==> config.mk <==
export PLATFORM = sky130hd
export DESIGN_NAME = pipelined_subtractor_flat
export DESIGN_NICKNAME = d
export VERILOG_FILES = /design/src/rtl/pipelined_subtractor_if.sv /design/src/rtl/pipelined_subtractor.sv /design/src/flat_wrapper.sv
export SDC_FILE = /design/constraint.sdc
export NUM_CORES = 1
export LEC_CHECK = 0
export CAP_MARGIN = 20
export CORE_MARGIN = 4
export CORE_UTILIZATION = 30
export DETAILED_ROUTE_END_ITERATION = 8
export GPL_TIMING_DRIVEN = 0
export MAX_ROUTING_LAYER = met4
export PLACE_DENSITY_LB_ADDON = 0.1
export SKIP_CTS_REPAIR_TIMING = 1
export SLEW_MARGIN = 10
export SYNTH_ARGS = -nofsm -noshare
export SYNTH_HDL_FRONTEND = slang
export SYNTH_SLANG_ARGS = --single-unit
==> constraint.sdc <==
create_clock -name clk -period 2.11 [get_ports clk]
set_input_delay 0.3165 -clock clk [delete_from_list [all_inputs] [get_ports clk]]
set_output_delay 0.3165 -clock clk [all_outputs]
set_load 0.1 [all_outputs]
==> src/rtl/pipelined_subtractor_if.sv <==
// Valid/ready bus for pipelined_subtractor: operand side (a, b, bin) and result side (diff, borrow, overflow).
interface pipelined_subtractor_if #(
  parameter int WIDTH = 8
);
  logic             in_valid;
  logic             in_ready;
  logic [WIDTH-1:0] a;
  logic [WIDTH-1:0] b;
  logic             bin;
  logic             out_valid;
  logic             out_ready;
  logic [WIDTH-1:0] diff;
  logic             borrow;
  logic             overflow;

  modport master (
    output in_valid, a, b, bin, out_ready,
    input  in_ready, out_valid, diff, borrow, overflow
  );

  modport slave (
    input  in_valid, a, b, bin, out_ready,
    output in_ready, out_valid, diff, borrow, overflow
  );
endinterface

==> src/rtl/pipelined_subtractor.sv <==
// Pipelined ripple-borrow subtractor: diff = a - b - bin, cut into STAGES slices of WIDTH/STAGES bits.
// Optional macro SUB_OVERFLOW_EN adds a registered signed-overflow flag; otherwise overflow is tied to 0.
module pipelined_subtractor #(
  parameter int WIDTH  = 8,
  parameter int STAGES = 4
) (
  input  logic                  clk,
  input  logic                  rst,
  pipelined_subtractor_if.slave bus
);

  // WIDTH must be a multiple of STAGES; each slice resolves SW bits.
  localparam int SW = WIDTH / STAGES;

  logic             stall;
  logic             out_v;
  logic             out_bo;
  logic [WIDTH-1:0] out_d;
  logic             out_ov;

  // link_*[k] is what slice k consumes: the previous slice's registers, or the input bus for slice 0.
  logic             link_v  [STAGES];
  logic             link_bo [STAGES];
  logic [WIDTH-1:0] link_d  [STAGES];
  logic [WIDTH-1:0] link_a  [STAGES];
  logic [WIDTH-1:0] link_b  [STAGES];

  assign stall        = out_v & ~bus.out_ready;
  assign bus.in_ready = ~stall;

  assign link_v[0]  = bus.in_valid;
  assign link_bo[0] = bus.bin;
  assign link_d[0]  = '0;
  assign link_a[0]  = bus.a;
  assign link_b[0]  = bus.b;

  for (genvar k = 0; k < STAGES; k++) begin : g_slice
    logic [SW:0]      br;
    logic [SW-1:0]    ds;
    logic [WIDTH-1:0] d_next;
    logic             v_q;
    logic             bo_q;
    logic [WIDTH-1:0] d_q;

    assign br[0] = link_bo[k];

    // Operand skew keeps the unprocessed bits at the bottom, so every slice reads bits [SW-1:0].
    for (genvar i = 0; i < SW; i++) begin : g_cell
      logic a_bit;
      logic b_bit;
      assign a_bit   = link_a[k][i];
      assign b_bit   = link_b[k][i];
      assign ds[i]   = a_bit ^ b_bit ^ br[i];
      assign br[i+1] = (~a_bit & b_bit) | (~a_bit & br[i]) | (b_bit & br[i]);
    end

    always_comb begin
      d_next                = link_d[k];
      d_next[k*SW +: SW]    = ds;
    end

    always_ff @(posedge clk) begin
      if (rst) begin
        v_q  <= 1'b0;
        bo_q <= 1'b0;
        d_q  <= '0;
      end else if (!stall) begin
        v_q <= link_v[k];
        if (link_v[k]) begin
          bo_q <= br[SW];
          d_q  <= d_next;
        end
      end
    end

    if (k < STAGES - 1) begin : g_skew
      logic [WIDTH-1:0] a_q;
      logic [WIDTH-1:0] b_q;

      always_ff @(posedge clk) begin
        if (rst) begin
          a_q <= '0;
          b_q <= '0;
        end else if (!stall && link_v[k]) begin
          a_q <= link_a[k] >> SW;
          b_q <= link_b[k] >> SW;
        end
      end

      assign link_v[k+1]  = v_q;
      assign link_bo[k+1] = bo_q;
      assign link_d[k+1]  = d_q;
      assign link_a[k+1]  = a_q;
      assign link_b[k+1]  = b_q;
    end else begin : g_last
      assign out_v  = v_q;
      assign out_bo = bo_q;
      assign out_d  = d_q;

`ifdef SUB_OVERFLOW_EN
      logic a_msb_q;
      logic b_msb_q;

      // The operand sign bits are only visible to the last slice, so they are captured here.
      always_ff @(posedge clk) begin
        if (rst) begin
          a_msb_q <= 1'b0;
          b_msb_q <= 1'b0;
        end else if (!stall && link_v[k]) begin
          a_msb_q <= link_a[k][SW-1];
          b_msb_q <= link_b[k][SW-1];
        end
      end

      assign out_ov = (a_msb_q ^ b_msb_q) & (a_msb_q ^ d_q[WIDTH-1]);
`else
      assign out_ov = 1'b0;
`endif
    end
  end

  assign bus.out_valid = out_v;
  assign bus.diff      = out_d;
  assign bus.borrow    = out_bo;
  assign bus.overflow  = out_ov;

endmodule

==> src/flat_wrapper.sv <==
// flat-port wrapper written by rule: the top's interface ports become plain ports
module pipelined_subtractor_flat 
#(
  parameter int WIDTH  = 8,
  parameter int STAGES = 4
)
  (clk, rst, bus_in_valid, bus_a, bus_b, bus_bin, bus_out_ready, bus_in_ready, bus_out_valid, bus_diff, bus_borrow, bus_overflow);
  pipelined_subtractor_if #(.WIDTH(WIDTH)) bus_i ();
  input  logic clk;
  input  logic rst;
  input wire logic [$bits(bus_i.in_valid)-1:0] bus_in_valid;
  input wire logic [$bits(bus_i.a)-1:0] bus_a;
  input wire logic [$bits(bus_i.b)-1:0] bus_b;
  input wire logic [$bits(bus_i.bin)-1:0] bus_bin;
  input wire logic [$bits(bus_i.out_ready)-1:0] bus_out_ready;
  output wire logic [$bits(bus_i.in_ready)-1:0] bus_in_ready;
  output wire logic [$bits(bus_i.out_valid)-1:0] bus_out_valid;
  output wire logic [$bits(bus_i.diff)-1:0] bus_diff;
  output wire logic [$bits(bus_i.borrow)-1:0] bus_borrow;
  output wire logic [$bits(bus_i.overflow)-1:0] bus_overflow;
  assign bus_i.in_valid = bus_in_valid;
  assign bus_i.a = bus_a;
  assign bus_i.b = bus_b;
  assign bus_i.bin = bus_bin;
  assign bus_i.out_ready = bus_out_ready;
  assign bus_in_ready = bus_i.in_ready;
  assign bus_out_valid = bus_i.out_valid;
  assign bus_diff = bus_i.diff;
  assign bus_borrow = bus_i.borrow;
  assign bus_overflow = bus_i.overflow;
  pipelined_subtractor #(.WIDTH(WIDTH), .STAGES(STAGES)) u_core (.clk(clk), .rst(rst), .bus(bus_i));
endmodule
; ---- After elaboration in Yosys (flattened, before gate mapping)
; Index checks and enable logic that the tools add are counted.
[totals]
regBits = 52
input_bits = 21
out_inout_bits = 12
word_cells = 93
[op_classes]
n_bitwise = 67
n_reduce_logical = 8
[op_table]
columns = cell, count
row1 = $and A1 B1 Y1, 25
row2 = $or A1 B1 Y1, 16
row3 = $xor A1 B1 Y1, 16
row4 = $not A1 Y1, 10
row5 = $reduce_and A2 Y1, 4
row6 = $logic_and A1 B1 Y1, 3
row7 = $logic_not A1 Y1, 1

; ---- Depth between registers and ports, before layout
[logic_depth]
word_depth = 7
mapped_depth = 6
depth_no_buf = 5

; ---- Least setup slack after synthesis
; OpenSTA, ideal clock, no wires.
[synth_timing]
path_type = reg2reg
from = reg u_core.g_slice[3].v_q, in the netlist u_core.bus.out_valid
to = reg u_core.g_slice[0].g_skew.b_q[2]
setup_time_ns = 0.125
arrival_time_ns = 1.938
t_required_ns = 1.985
path_slack_ns = 0.047
path_stages_with_launch = 7
path_buffers = 2
period_less_slack_ns = 2.063
cell_sequence = dfxtp_1 -> nor2b_4 -> buf_6 -> inv_4 -> buf_2 -> nand4b_1 -> o21ai_0
[synth_via]
elab_chain_len = 3
[synth_rtl]
columns = element, line
row1 = start: declaration, pipelined_subtractor.sv:41  ; logic v_q;
row2 = start signal: assignment, pipelined_subtractor.sv:68  ; v_q <= link_v[k];
row3 = $and A1 B1 Y1, pipelined_subtractor.sv:28  ; assign stall = out_v & ~bus.out_ready;
row4 = $logic_not A1 Y1, n/a
row5 = $logic_and A1 B1 Y1, pipelined_subtractor.sv:84  ; end else if (!stall && link_v[k]) begin
row6 = end signal: assignment, pipelined_subtractor.sv:86  ; b_q <= link_b[k] >> SW;
row7 = end: declaration, pipelined_subtractor.sv:78  ; logic [WIDTH-1:0] b_q;
; No other way between the ends.
; A chain may end at the register's enable or synchronous reset.

; ---- Final worst setup path
[layout_timing]
from = in bus_out_ready
to = out bus_in_ready
[layout_via]
elab_chain_len = 3
[layout_rtl]
columns = element, line
row1 = start: declaration, flat_wrapper.sv:15  ; input wire logic [$bits(bus_i.out_ready)-1:0] bus_out_ready;
row2 = $not A1 Y1, pipelined_subtractor.sv:28
row3 = $and A1 B1 Y1, pipelined_subtractor.sv:28
row4 = $not A1 Y1, pipelined_subtractor.sv:29  ; assign bus.in_ready = ~stall;
row5 = end: declaration, flat_wrapper.sv:16  ; output wire logic [$bits(bus_i.in_ready)-1:0] bus_in_ready;
; No other way between the ends.

==> run_results.csv <==
group,metric,value,unit
outcome,status,"finished, final reports clean",
timing,fin_crit_sh,94.9,%
critical_path,crit_type,"primary input to output port",
run,maxCapViolCount,0,
clocking,insertion_delay,0.30,ns
timing,whs,0.332,ns
final_layout,syn_to_final_growth,23.0,%
clocking,cts.root.buffer_cell,"clkbuf_8",
drt,vias,1635,
power,vdd_drop_max,0.000225,V
yosys,yosysSeqAreaShare,45.4,%
floorplanning,io_pins,33,
floorplanning,core_area,0.00733,mm^2
drt,ant_nets,0,
placed_design,io_buffers,29,
global_routing,grt_pass1_wl,8.40,mm
floorplanning,die-height,95.4,um
clocking,htreeDepth,2,
critical_path,cp.required,1.79,ns
final_layout,final_core_util,38.5,%
placed_design,hpwl,3.72,mm
hold_path,hp-class,"primary input to flop",
global_routing,grt_max_degree,15,
critical_path,end_kind,"output port",
critical_path,worst_setup_path_start_kind,"primary input",
timing,tns,0,ns
yosys,synthCells,233,
yosys,syn_area,0.00229,mm^2
timing,relSlewSlack,35.4,%
floorplanning,die_x,95.4,um
yosys,syn_avg_cell_area,9.84,um^2
drt,routed_wl,5.17,mm
drt,first_pass_iters,4,
clocking,clock-sinks,52,
yosys,yosysWarnings,0,
drt,post_drt_wl_per_cell,14.0,um
clocking,cts_buffer_depth,2,
drt,drc_errors,0,
clocking,cts_tree,"built",
timing,finClkSkew,0.00612,ns
final_layout,nNetsFinal,298,
power,leakagePower,1.23,nW
power,cellPowerDensity,652,mW/mm^2
timing,worst_pin_slew,0.967,ns
timing,slew_violations,0,
clocking,cts_made_buffers,5,
final_layout,fillers,762,
clocking,path_clk_slew,0.09,ns
yosys,synth_nets,262,
timing,setup_viol,0,
global_routing,gr-total-overflow,0,
global_routing,antenna_found_initial,0,
drt,vias_per_cell,4.43,
timing,finalHoldViolations,0,
yosys,synth_seq_cells,52,
floorplanning,initial_utilization,31.3,%
global_routing,grt_usage,12.8,%
timing,rsz0062_at_grt,"false",
placed_design,place_congestion,0.702,
critical_path,critPathMaxFanout,10,
critical_path,arrival,1.69,ns
final_layout,n_antenna_cell,0,
global_routing,grt_pass1_vias,1561,
drt,drt_iter0_markers,44,
floorplanning,rows,31,
yosys,synth.distinct_cells,24,
timing,fmax,0.499,GHz
final_layout,drive_above_1_share,9.63,%
timing,finalCriticalPeriod,2.00,ns
floorplanning,die_area,0.00911,mm^2
[area by class of cell]
cell class	instances	area [um^2]	area share, %
clock buffer	8	90.1	3.19
tap	99	124	4.39
multi-input combinational	147	1080	38.2
sequential	52	1040	36.9
buffer	19	115	4.08
timing repair buffer	29	313	11.1
inverter	15	58.8	2.09
[synth_stat cells, drive strengths merged]
cell type	instances	share of area [%]
o21ai	21	4.6
a311oi	1	0.38
fa	8	7.0
nand3	13	2.8
nand4b	8	3.1
nand2	7	1.4
dfxtp	52	45
clkbuf	7	1.1
a21oi	21	4.6
nor2	1	0.16
nor2b	1	0.60
buf	12	3.9
mux2i	23	10
conb	1	0.16
and2	2	0.76
a211oi	3	1.4
inv	15	2.6
nand2b	37	10
[state kept, by name, summed over array words and instances (netlist names)]
name and cells:
u_core.g_slice.v_q 3, u_core.g_slice.bo_q 3, u_core.bus.diff 8, u_core.bus.borrow 1
u_core.g_slice.d_q 12, u_core.bus.out_valid 1, u_core.g_slice.g_skew.b_q 12, u_core.g_slice.g_skew.a_q 12
[worst max-delay path: stages]
cell             delay [ns]
clkdlybuf4s50_1        0.50
nor2b_4                0.05
buf_6                  0.13
inv_4                  0.08
buf_2                  0.23
clkbuf_4               0.37
[cell families (layout without fill, tap and decap cells)]
| logic type | count (synthesis) | count (layout) | share of synthesized area, % |
|---|---|---|---|
| AO/OA/AOI/OAI | 46 | 46 | 11.0 |
| adder cells (fa/ha/maj) | 8 | 8 | 6.98 |
| buffers and inverters | 34 | 71 | 7.58 |
| flip-flops | 52 | 52 | 45.4 |
| multiplexers | 23 | 23 | 10.0 |
| other | 1 | 1 | 0.164 |
| AND/OR/NAND/NOR | 69 | 69 | 18.9 |
[path summary, 6_finish.rpt]
check                                                                  start                                            to  slack, ns  cells after the start
worst min-delay path                                            bus_in_valid  u_core.g_slice[0].g_skew.b_q[0]$_SDFFE_PP0P_       0.33                      3
worst min register to register               u_core.bus.diff[3]$_SDFFE_PP0P_               u_core.bus.diff[3]$_SDFFE_PP0P_       0.48                      2
worst max register to register  u_core.g_slice[0].g_skew.b_q[0]$_SDFFE_PP0P_         u_core.g_slice[1].d_q[3]$_SDFFE_PP0P_       0.48                      5
worst max-delay path                                           bus_out_ready                                  bus_in_ready       0.11                      6
[per-layer routing]
layer	wire, um	GRT usage [%]
met1	2590	16.8
met2	2290	19.4
met3	222	3.31
met4	67	3.55
met5	0	-
[power by group]
group | internal, mW | switching (mW) | total (mW)
logic | 0.104 | 0.115 | 0.219
clock network | 0.268 | 0.320 | 0.588
registers | 1.01 | 0.0181 | 1.03
[layout by cell type, fill, tap and decap left out, drive strengths merged]
cell | synthesis | final
nor2 | 1 | 1
nand4b | 8 | 8
nor2b | 1 | 1
a21oi | 21 | 21
nand2 | 7 | 7
buf | 12 | 12
dlymetal6s2s | 0 | 10
a211oi | 3 | 3
dfxtp | 52 | 52
clkdlybuf4s50 | 0 | 18
a311oi | 1 | 1
nand3 | 13 | 13
clkbuf | 7 | 16
inv | 15 | 15
o21ai | 21 | 21
conb | 1 | 1
nand2b | 37 | 37
fa | 8 | 8
and2 | 2 | 2
mux2i | 23 | 23
[per-stage QoR]
stage	total power, mW	worst slack, ns	area (um^2)	std cells
2_1_floorplan	1.20	0.0468	2290	233
3_3_place_gp	1.28	-0.688	2710	361
3_5_place_dp	1.28	-0.711	2710	361
4_1_cts	1.88	-0.711	2800	369
5_1_grt	1.95	0.0504	2820	369
6_report	1.84	0.108	2820	369
No activity file was read; power rests on OpenSTA's default activity.
